`config.mk`:
```
export PLATFORM = sky130hd
export DESIGN_NAME = cordic_host_ctrl
export DESIGN_NICKNAME = d
export VERILOG_FILES = /design/src/rtl/cordic_host_ctrl.sv
export SDC_FILE = /design/constraint.sdc
export NUM_CORES = 1
export LEC_CHECK = 0
export CAP_MARGIN = 40
export CORE_UTILIZATION = 30
export DETAILED_ROUTE_END_ITERATION = 16
export PLACE_DENSITY_LB_ADDON = 0.05
export REMOVE_ABC_BUFFERS = 1
export SLEW_MARGIN = 10
export SYNTH_ARGS = -nofsm -noshare
export SYNTH_HDL_FRONTEND = slang
export SYNTH_SLANG_ARGS = --single-unit
```
`constraint.sdc`:
```
create_clock -name i_clk -period 3.8 [get_ports i_clk]
set_input_delay 0.38 -clock i_clk [delete_from_list [all_inputs] [get_ports i_clk]]
set_output_delay 0.38 -clock i_clk [all_outputs]
set_load 0.005 [all_outputs]
```
`src/rtl/cordic_host_ctrl.sv`:
```
// Host-side controller for the CORDIC engine: buffers upstream jobs, issues them
// one at a time, waits for done (or times out) and returns tagged results in order.
module cordic_host_ctrl #(
  parameter int unsigned DATA_W         = 48,
  parameter int unsigned FUNC_W         = 2,
  parameter int unsigned TAG_W          = 4,
  parameter int unsigned FIFO_DEPTH     = 4,
  parameter int unsigned TIMEOUT_CYCLES = 64
) (
  input  logic              i_clk,
  input  logic              i_rst,
  input  logic              i_req_valid,
  output logic              o_req_ready,
  input  logic [FUNC_W-1:0] i_req_func,
  input  logic [DATA_W-1:0] i_req_data,
  input  logic [TAG_W-1:0]  i_req_tag,
  output logic              o_cdc_valid,
  output logic [FUNC_W-1:0] o_cdc_func,
  output logic [DATA_W-1:0] o_cdc_data,
  input  logic              i_cdc_done,
  input  logic [DATA_W-1:0] i_cdc_data,
  output logic              o_rsp_valid,
  input  logic              i_rsp_ready,
  output logic [DATA_W-1:0] o_rsp_data,
  output logic [TAG_W-1:0]  o_rsp_tag,
  output logic              o_rsp_err,
  output logic              o_busy
);

  localparam int unsigned ADDR_W = $clog2(FIFO_DEPTH);
  localparam int unsigned PTR_W  = ADDR_W + 1;
  localparam int unsigned TMR_W  = $clog2(TIMEOUT_CYCLES);

  typedef enum logic [1:0] {
    ST_IDLE  = 2'd0,
    ST_ISSUE = 2'd1,
    ST_WAIT  = 2'd2,
    ST_RESP  = 2'd3
  } state_t;

  state_t state_q, state_d;

  logic [FUNC_W-1:0] fifo_func [FIFO_DEPTH];
  logic [DATA_W-1:0] fifo_data [FIFO_DEPTH];
  logic [TAG_W-1:0]  fifo_tag  [FIFO_DEPTH];

  logic [PTR_W-1:0] wr_ptr_q, rd_ptr_q, wr_ptr_d, rd_ptr_d;
  logic             empty, empty_d, full_d, push, pop;
  logic             take_done, take_timeout;
  logic [TMR_W-1:0] timer_q;
  logic [TAG_W-1:0] job_tag_q;

  // FIFO bookkeeping; ready/busy are registered from next-state occupancy
  assign empty    = (wr_ptr_q == rd_ptr_q);
  assign push     = i_req_valid && o_req_ready;
  assign wr_ptr_d = push ? wr_ptr_q + PTR_W'(1) : wr_ptr_q;
  assign rd_ptr_d = pop  ? rd_ptr_q + PTR_W'(1) : rd_ptr_q;
  assign empty_d  = (wr_ptr_d == rd_ptr_d);
  assign full_d   = (wr_ptr_d[PTR_W-1] != rd_ptr_d[PTR_W-1]) &&
                    (wr_ptr_d[ADDR_W-1:0] == rd_ptr_d[ADDR_W-1:0]);

  // Next-state logic; done has priority over the timeout on the same cycle
  always_comb begin
    state_d      = state_q;
    pop          = 1'b0;
    take_done    = 1'b0;
    take_timeout = 1'b0;
    case (state_q)
      ST_IDLE: begin
        if (!empty) begin
          pop     = 1'b1;
          state_d = ST_ISSUE;
        end
      end
      ST_ISSUE: state_d = ST_WAIT;
      ST_WAIT: begin
        if (i_cdc_done) begin
          take_done = 1'b1;
          state_d   = ST_RESP;
        end else if (timer_q == TMR_W'(TIMEOUT_CYCLES - 1)) begin
          take_timeout = 1'b1;
          state_d      = ST_RESP;
        end
      end
      ST_RESP: begin
        if (i_rsp_ready) state_d = ST_IDLE;
      end
      default: state_d = ST_IDLE;
    endcase
  end

  always_ff @(posedge i_clk) begin
    if (i_rst) state_q <= ST_IDLE;
    else       state_q <= state_d;
  end

  // Storage is not reset; pointer reset alone empties the FIFO
  always_ff @(posedge i_clk) begin
    if (push) begin
      fifo_func[wr_ptr_q[ADDR_W-1:0]] <= i_req_func;
      fifo_data[wr_ptr_q[ADDR_W-1:0]] <= i_req_data;
      fifo_tag[wr_ptr_q[ADDR_W-1:0]]  <= i_req_tag;
    end
  end

  always_ff @(posedge i_clk) begin
    if (i_rst) begin
      wr_ptr_q    <= '0;
      rd_ptr_q    <= '0;
      timer_q     <= '0;
      job_tag_q   <= '0;
      o_req_ready <= 1'b0;
      o_busy      <= 1'b0;
      o_cdc_valid <= 1'b0;
      o_cdc_func  <= '0;
      o_cdc_data  <= '0;
      o_rsp_valid <= 1'b0;
      o_rsp_data  <= '0;
      o_rsp_tag   <= '0;
      o_rsp_err   <= 1'b0;
    end else begin
      wr_ptr_q    <= wr_ptr_d;
      rd_ptr_q    <= rd_ptr_d;
      o_req_ready <= !full_d;
      o_busy      <= (state_d != ST_IDLE) || !empty_d;
      o_cdc_valid <= (state_d == ST_ISSUE);
      o_rsp_valid <= (state_d == ST_RESP);

      // Job registers double as the engine operand outputs and hold between jobs
      if (pop) begin
        o_cdc_func <= fifo_func[rd_ptr_q[ADDR_W-1:0]];
        o_cdc_data <= fifo_data[rd_ptr_q[ADDR_W-1:0]];
        job_tag_q  <= fifo_tag[rd_ptr_q[ADDR_W-1:0]];
      end

      if (state_q == ST_ISSUE)     timer_q <= '0;
      else if (state_q == ST_WAIT) timer_q <= timer_q + TMR_W'(1);

      if (take_done) begin
        o_rsp_data <= i_cdc_data;
        o_rsp_tag  <= job_tag_q;
        o_rsp_err  <= 1'b0;
      end else if (take_timeout) begin
        o_rsp_data <= '0;
        o_rsp_tag  <= job_tag_q;
        o_rsp_err  <= 1'b1;
      end
    end
  end

endmodule

```
==> out/qor.csv, run 1 <==
metric,value,unit
ctsResizeCount,0,
min_to,rd_ptr_q[2],
leakage,5.36,nW
setup_tns,0,ns
track_usage,14.5,%
hold_buffers,0,
ys_types,39,
hold_ws,0.272,ns
syn_avg_cell_area,15.4,um^2
grt_pass1_vias,7447,
htree_levels,2,
timing.fmax,0.470,GHz
slew_headroom,51.2,%
reg2reg_slack,1.67,ns
clock-root-buffer,clkbuf_16,
wl,30.0,mm
gp_congestion,0.693,
cts_num_sinks,341,
skew,0.0136,ns
ant_nets,0,
final_cell_mix,"edfxtp_1 (216), clkdlybuf4s50_1 (212), dfxtp_1 (123), nand2_1 (114), nor2_1 (67)",
drive_gt1_share,12.6,%
worstReg2RegEnd,o_cdc_data[37],
grt_pass1_wl,45.2,mm
post-route-period-util,56.0,%
synth_seq_cells,341,
grt_max_degree,49,
dp_hpwl,18.2,mm
syn_to_final_growth,32.1,%
multi_input_area,3140,um^2
clk_pin_slew,0.06,ns
drt_iter0_drc,341,
setup_viol,0,
end_kind,flip-flop,
final_common_cell,edfxtp_1,
ys_seq_area_share,72.6,%
yosys_warnings,0,
r2r_cells,5,
wire_per_inst,18.9,um
cts_tree,yes,
io_buffers,213,
start_util,30.4,%
p_total,0.00986,W
path_class,flip-flop to flip-flop,
syn_inst,804,
cts_setup_buffers,0,
via_count,7222,
ir_drop,0.000349,V
drc,0,
required,4.27,ns
arrival,2.60,ns
powerDensity,603,nW/um^2
grt_setup_unrepaired,false,
antenna_found_initial,3,
hp-class,input pin to flip-flop,
drv_slew,0,
row_count,74,
worstMarginPinSlew,0.732,ns
hold_depth,2,
start_kind,flip-flop,
drv_cap,0,
regArea,9000,um^2
status,"finished, final reports clean",
drt_first_pass_iters,5,
crit_fanout,23,
cts_inserted_buffers,39,
fill_cells,3866,
synth_area,12400,um^2
nets,1139,
ios,214,
period_needed,2.13,ns
die_w,205,um
die-area,42100,um^2
cts_max_path_buffers,3,
die_height,205,um
grt_overflow,0,
core,40700,um^2
min_from,i_rst,
routed_via_density,4.54,
reg2reg_from,wr_ptr_q[0],
clkLatencyLatePin,0.54,ns
hold_viol,0,
critical path: stages, from the launching register on:
cell,delay [ns]
dfxtp_1,0.44
xor2_1,0.44
o31a_2,0.53
buf_4,0.40
nand2_1,0.11
a21oi_1,0.12
cell usage after synthesis:
master	number	area share, %
o41a_1	1	0.091
xnor3_1	1	0.18
or3b_1	1	0.071
nor2_1	67	2.0
edfxtp_1	216	52
ha_1	6	0.61
and3_1	6	0.30
a211oi_1	2	0.12
xor2_2	1	0.13
and2_1	1	0.051
mux4_2	54	9.8
o31a_1	3	0.21
nand3b_1	2	0.12
nor3_1	2	0.081
nand2_1	114	3.5
dfxtp_1	125	20
o21ai_0	2	0.081
xnor2_1	6	0.42
a21o_1	2	0.12
nand2b_1	1	0.051
mux2i_1	6	0.49
nor2b_1	1	0.051
a22oi_1	49	3.0
or3_1	1	0.051
o311ai_1	1	0.071
nand3_1	2	0.081
a41oi_2	1	0.13
nand4_1	1	0.051
o31ai_1	1	0.061
xor2_1	6	0.42
inv_1	5	0.15
o311ai_0	1	0.071
a21oi_1	59	2.4
buf_4	16	0.97
buf_2	14	0.57
a31oi_1	2	0.10
or4_1	1	0.061
clkbuf_1	22	0.67
nor4_1	2	0.10
power by group:
group / switching (W) / internal (W) / leakage [nW] / total, W
Sequential: 0.000195 / 0.00426 / 2.98 / 0.00446
Clock: 0.00144 / 0.00205 / 0.566 / 0.00348
Combinational: 0.000936 / 0.000983 / 1.81 / 0.00192
Total: 0.00257 / 0.00729 / 5.36 / 0.00986
how the worst max path moves through the flow:
stage | startpoint | slack (ns) | to | cells past startpoint
5_1_grt | state_q[1] | 1.39 | o_cdc_data[43] | 5
6_report | wr_ptr_q[0] | 1.67 | o_cdc_data[37] | 5
3_3_place_gp | i_req_valid | 1.51 | fifo_data[1][36] | 2
3_5_place_dp | i_cdc_done | 1.55 | o_rsp_data[36] | 6
4_1_cts | state_q[1] | 1.62 | o_cdc_data[37] | 5
2_1_floorplan | rd_ptr_q[0] | -2.66 | o_cdc_valid | 3
registers in the layout, summed over array words and instances (netlist names), 4 cells and up:
| register | count |
|---|---|
| o_rsp_tag | 4 |
| fifo_tag | 16 |
| timer_q | 6 |
| fifo_func | 8 |
| fifo_data | 192 |
| job_tag_q | 4 |
| o_rsp_data | 48 |
| o_cdc_data | 48 |
metal layers:
metal | GRT usage, % | share of wire (%) | up-vias
met5 | 0 | 0 | -
met4 | 5.32 | 2.2 | 0
met3 | 4.55 | 7.7 | 43
met2 | 24.3 | 48 | 197
met1 | 17.5 | 42 | 3522
li1 | - | - | 3460
metrics by stage:
stage          cells  cell area [um^2]  util (%)  worst slack, ns
2_1_floorplan    752             12100         -            -2.66
3_3_place_gp    1512             15100      37.0             1.51
3_5_place_dp    1517             15200      37.3             1.55
4_1_cts         1588             16300      40.1             1.62
5_1_grt         1588             16300      40.1             1.39
6_report        1590             16400      40.1             1.67
cell families (layout without fill, tap and decap cells):
| logic type | count (synthesis) | in the layout | share of synthesized area [%] |
|---|---|---|---|
| compound gates | 124 | 124 | 6.42 |
| other cells | 0 | 2 | 0 |
| flops | 341 | 341 | 72.6 |
| xor+xnor | 14 | 14 | 1.16 |
| buf+inv | 57 | 309 | 2.35 |
| simple gates | 202 | 202 | 6.56 |
| fa+ha+maj | 6 | 6 | 0.606 |
| mux | 60 | 60 | 10.3 |
area by class of cell:
type                            instances  share of cell area (%)
Timing Repair Buffer                  233                    14.4
Clock buffer                           58                    6.66
Antenna cell                            2                  0.0306
Sequential cell                       341                    55.0
Inverter                                5                   0.115
Multi-Input combinational cell        406                    19.2
Clock inverter                         13                   0.513
Tap cell                              532                    4.07
Power figures use the tool's default switching activity.
==> run 2: changes to the inputs <==
clock period = 1.8 ns   (was 3.8 ns; I/O delays follow)
==> run 2 against run 1 <==
Net effect: combinational power rose by 130%; global-route usage rose by 0.21 points; first-iteration DRC count rose by 5.0%; highest routed layer is now met5; clock-buffer cell count rose by 2.
==> out/qor.csv, run 2 (synthesis gave the netlist of run 1 again) <==
metric,value,unit,change
end_kind,flip-flop,,
cts_tree,yes,,
die_w,205,um,unchanged
critPathTopFamily,simple AND/OR/NAND/NOR gates,,
grt_pass1_vias,7699,,+3.4%
clkLatencyLatePin,0.55,ns,about the same
max_stage_delay,0.51,ns,-0.02 ns
setup_viol,0,,unchanged
final_common_cell,edfxtp_1,,
drt_first_pass_iters,4,,-1
start_kind,flip-flop,,
row_count,74,,unchanged
placed_area,15400,um^2,+1.7%
worstReg2RegEnd,o_req_ready,,
drv_cap,0,,unchanged
fill_cells,3811,,-1.4%
stdcell_area,16700,um^2,+2.4%
setup_tns,0,ns,unchanged
clock-root-buffer,clkbuf_16,,
path_class,flip-flop to flip-flop,,
die_height,205,um,unchanged
post-route-period-util,97.4,%,+41 points
largest_reg_flops,192,,unchanged
cts_setup_buffers,0,,unchanged
crit_fanout,4,,-83%
skew,0.0171,ns,+0.00349 ns
final_cell_mix,"edfxtp_1 (216), clkdlybuf4s50_1 (211), dfxtp_1 (121), nand2_1 (114), nor2_1 (67)",,
antenna_found_initial,2,,-1
htree_levels,2,,unchanged
drive_gt1_share,15.5,%,+2.9 points
gp_congestion,0.668,,-3.6%
stdcell_count,1613,,+1.4%
ios,214,,unchanged
clk_pin_slew,0.06,ns,about the same
netSwitchingPower,0.00563,W,+120%
required,2.26,ns,-2.01 ns
pwr-share-seq,43.6,%,-1.6 points
min_to,fifo_data[1][16],,
p_comb_share,20.1,%,+0.6 points
cp_cell_sequence,ha_1 -> or4_1 -> o41a_1 -> a21o_1 -> a41oi_2,,
cpMaxStageDelayCell,or4_1,,
drc,0,,unchanged
nets,1161,,+1.9%
swShare,26.0,%,about the same
hp-class,input pin to flip-flop,,
grt_setup_unrepaired,false,,
status,"finished, final reports clean",,
hold_depth,1,,-1
period_needed,1.75,ns,-0.377 ns
worst-path-stages,5,,unchanged
reg2reg_from,rd_ptr_q[0],,
final_core_util,41.1,%,+0.95 points
ant_nets,0,,unchanged
core,40700,um^2,unchanged
hold_viol,0,,unchanged
dp_hpwl,18.5,mm,+1.7%
clkPwrFrac,36.3,%,+1.0 points
grt_pass1_wl,46.0,mm,+1.8%
start_util,30.4,%,unchanged
grt_max_degree,49,,unchanged
worstMarginPinSlew,0.430,ns,-0.302 ns
arrival,2.22,ns,-0.38 ns
routed_via_density,4.62,,+1.7%
track_usage,14.7,%,+0.21 points
grt_overflow,0,,unchanged
die-area,42100,um^2,unchanged
multi_input_area,3150,um^2,+0.24%
cp_num_buf_inv,0,,-1
min_from,i_req_data[16],,
internal_power,0.0160,W,+120%
regArea,9000,um^2,about the same
timing.fmax,0.571,GHz,+21%
r2r_cells,5,,unchanged
cts_num_sinks,341,,unchanged
drv_slew,0,,unchanged
cts_max_path_buffers,3,,unchanged
slew_headroom,71.3,%,+20 points
placed_cells,1537,,+1.3%
wire_per_inst,19.0,um,+0.85%
crit_start,rd_ptr_q[0],,
wl,30.7,mm,+2.3%
leakage,5.57,nW,+3.9%
ir_drop,0.000589,V,+69%
syn_to_final_growth,35.2,%,
reg2reg_slack,0.05,ns,-1.62 ns
io_buffers,213,,unchanged
drt_iter0_drc,358,,+5.0%
cts_inserted_buffers,40,,+2.6%
powerDensity,1290,nW/um^2,+110%
via_count,7453,,+3.2%
==> run 2: changes by cell type in the layout (fill, tap and decap cells not counted), moves of 2 or more <==
cell	previous run	this run
inv_6	0	2
dfxtp_1	123	121
clkinv_2	4	6
buf_12	3	15
clkbuf_8	0	7
clkbuf_1	17	11
clkinv_1	7	5
buf_16	2	0
buf_4	16	26
dfxtp_2	0	2
==> run 2: stage by stage <==
step,setup slack (ns),power (W),hold slack [ns]
finish,0.0476,0.0216,0.259
global route,0.0115,0.0227,0.255
CTS,0.0316,0.0220,0.218
detailed placement,0.0494,0.0140,0.447
global placement,0.0599,0.0140,0.441
floorplan,-4.66,0.0119,0.243
==> run 2: cell type report <==
cell class	count	share of cell area [%]
sequential	341	53.7
multi-input combinational	406	18.8
timing repair buffer	254	15.7
clock buffer	60	7.10
tap	532	3.98
clock inverter	14	0.575
inverter	5	0.112
antenna	1	0.0149
==> run 2: worst max path at each step <==
stage	to	slack, ns
after floorplan	o_cdc_valid	-4.66
after global placement	o_busy	0.06
after detailed placement	o_req_ready	0.05
after CTS	o_req_ready	0.03
after global routing	o_req_ready	0.01
final	o_req_ready	0.05
==> run 2: power groups by stage <==
stage / sequential [W] / clock [W] / combinational, W
finish: 0.00942 / 0.00784 / 0.00434
global route: 0.00951 / 0.00842 / 0.00478
CTS: 0.00944 / 0.00814 / 0.00445
detailed placement: 0.00959 / 0 / 0.00444
global placement: 0.00958 / 0 / 0.00444
floorplan: 0.00971 / 0 / 0.00215
==> run 2: timing repair <==
| action | CTS | global route |
|---|---|---|
| hold buffers | 1 | 0 |
| pin swaps | 0 | 2 |
| setup endpoints to repair | 1 | 17 |
| hold endpoints to repair | 6 | 0 |
| resized for setup | 1 | 3 |
==> run 2: per-layer routing <==
layer	global-route usage [%]	wire (um)
met1	18.7	13800
met4	5.13	728
met3	3.87	2020
met2	24.2	14200
met5	0	15
==> run 2: worst register-to-register path, delay by kind of cell (launching register included) <==
| kind | cells | cell delay (ns) |
|---|---|---|
| AND/OR/NAND/NOR | 1 | 0.51 |
| AO/OA/AOI/OAI | 3 | 0.50 |
| flip-flops | 1 | 0.37 |
| adder cells (fa/ha/maj) | 1 | 0.30 |
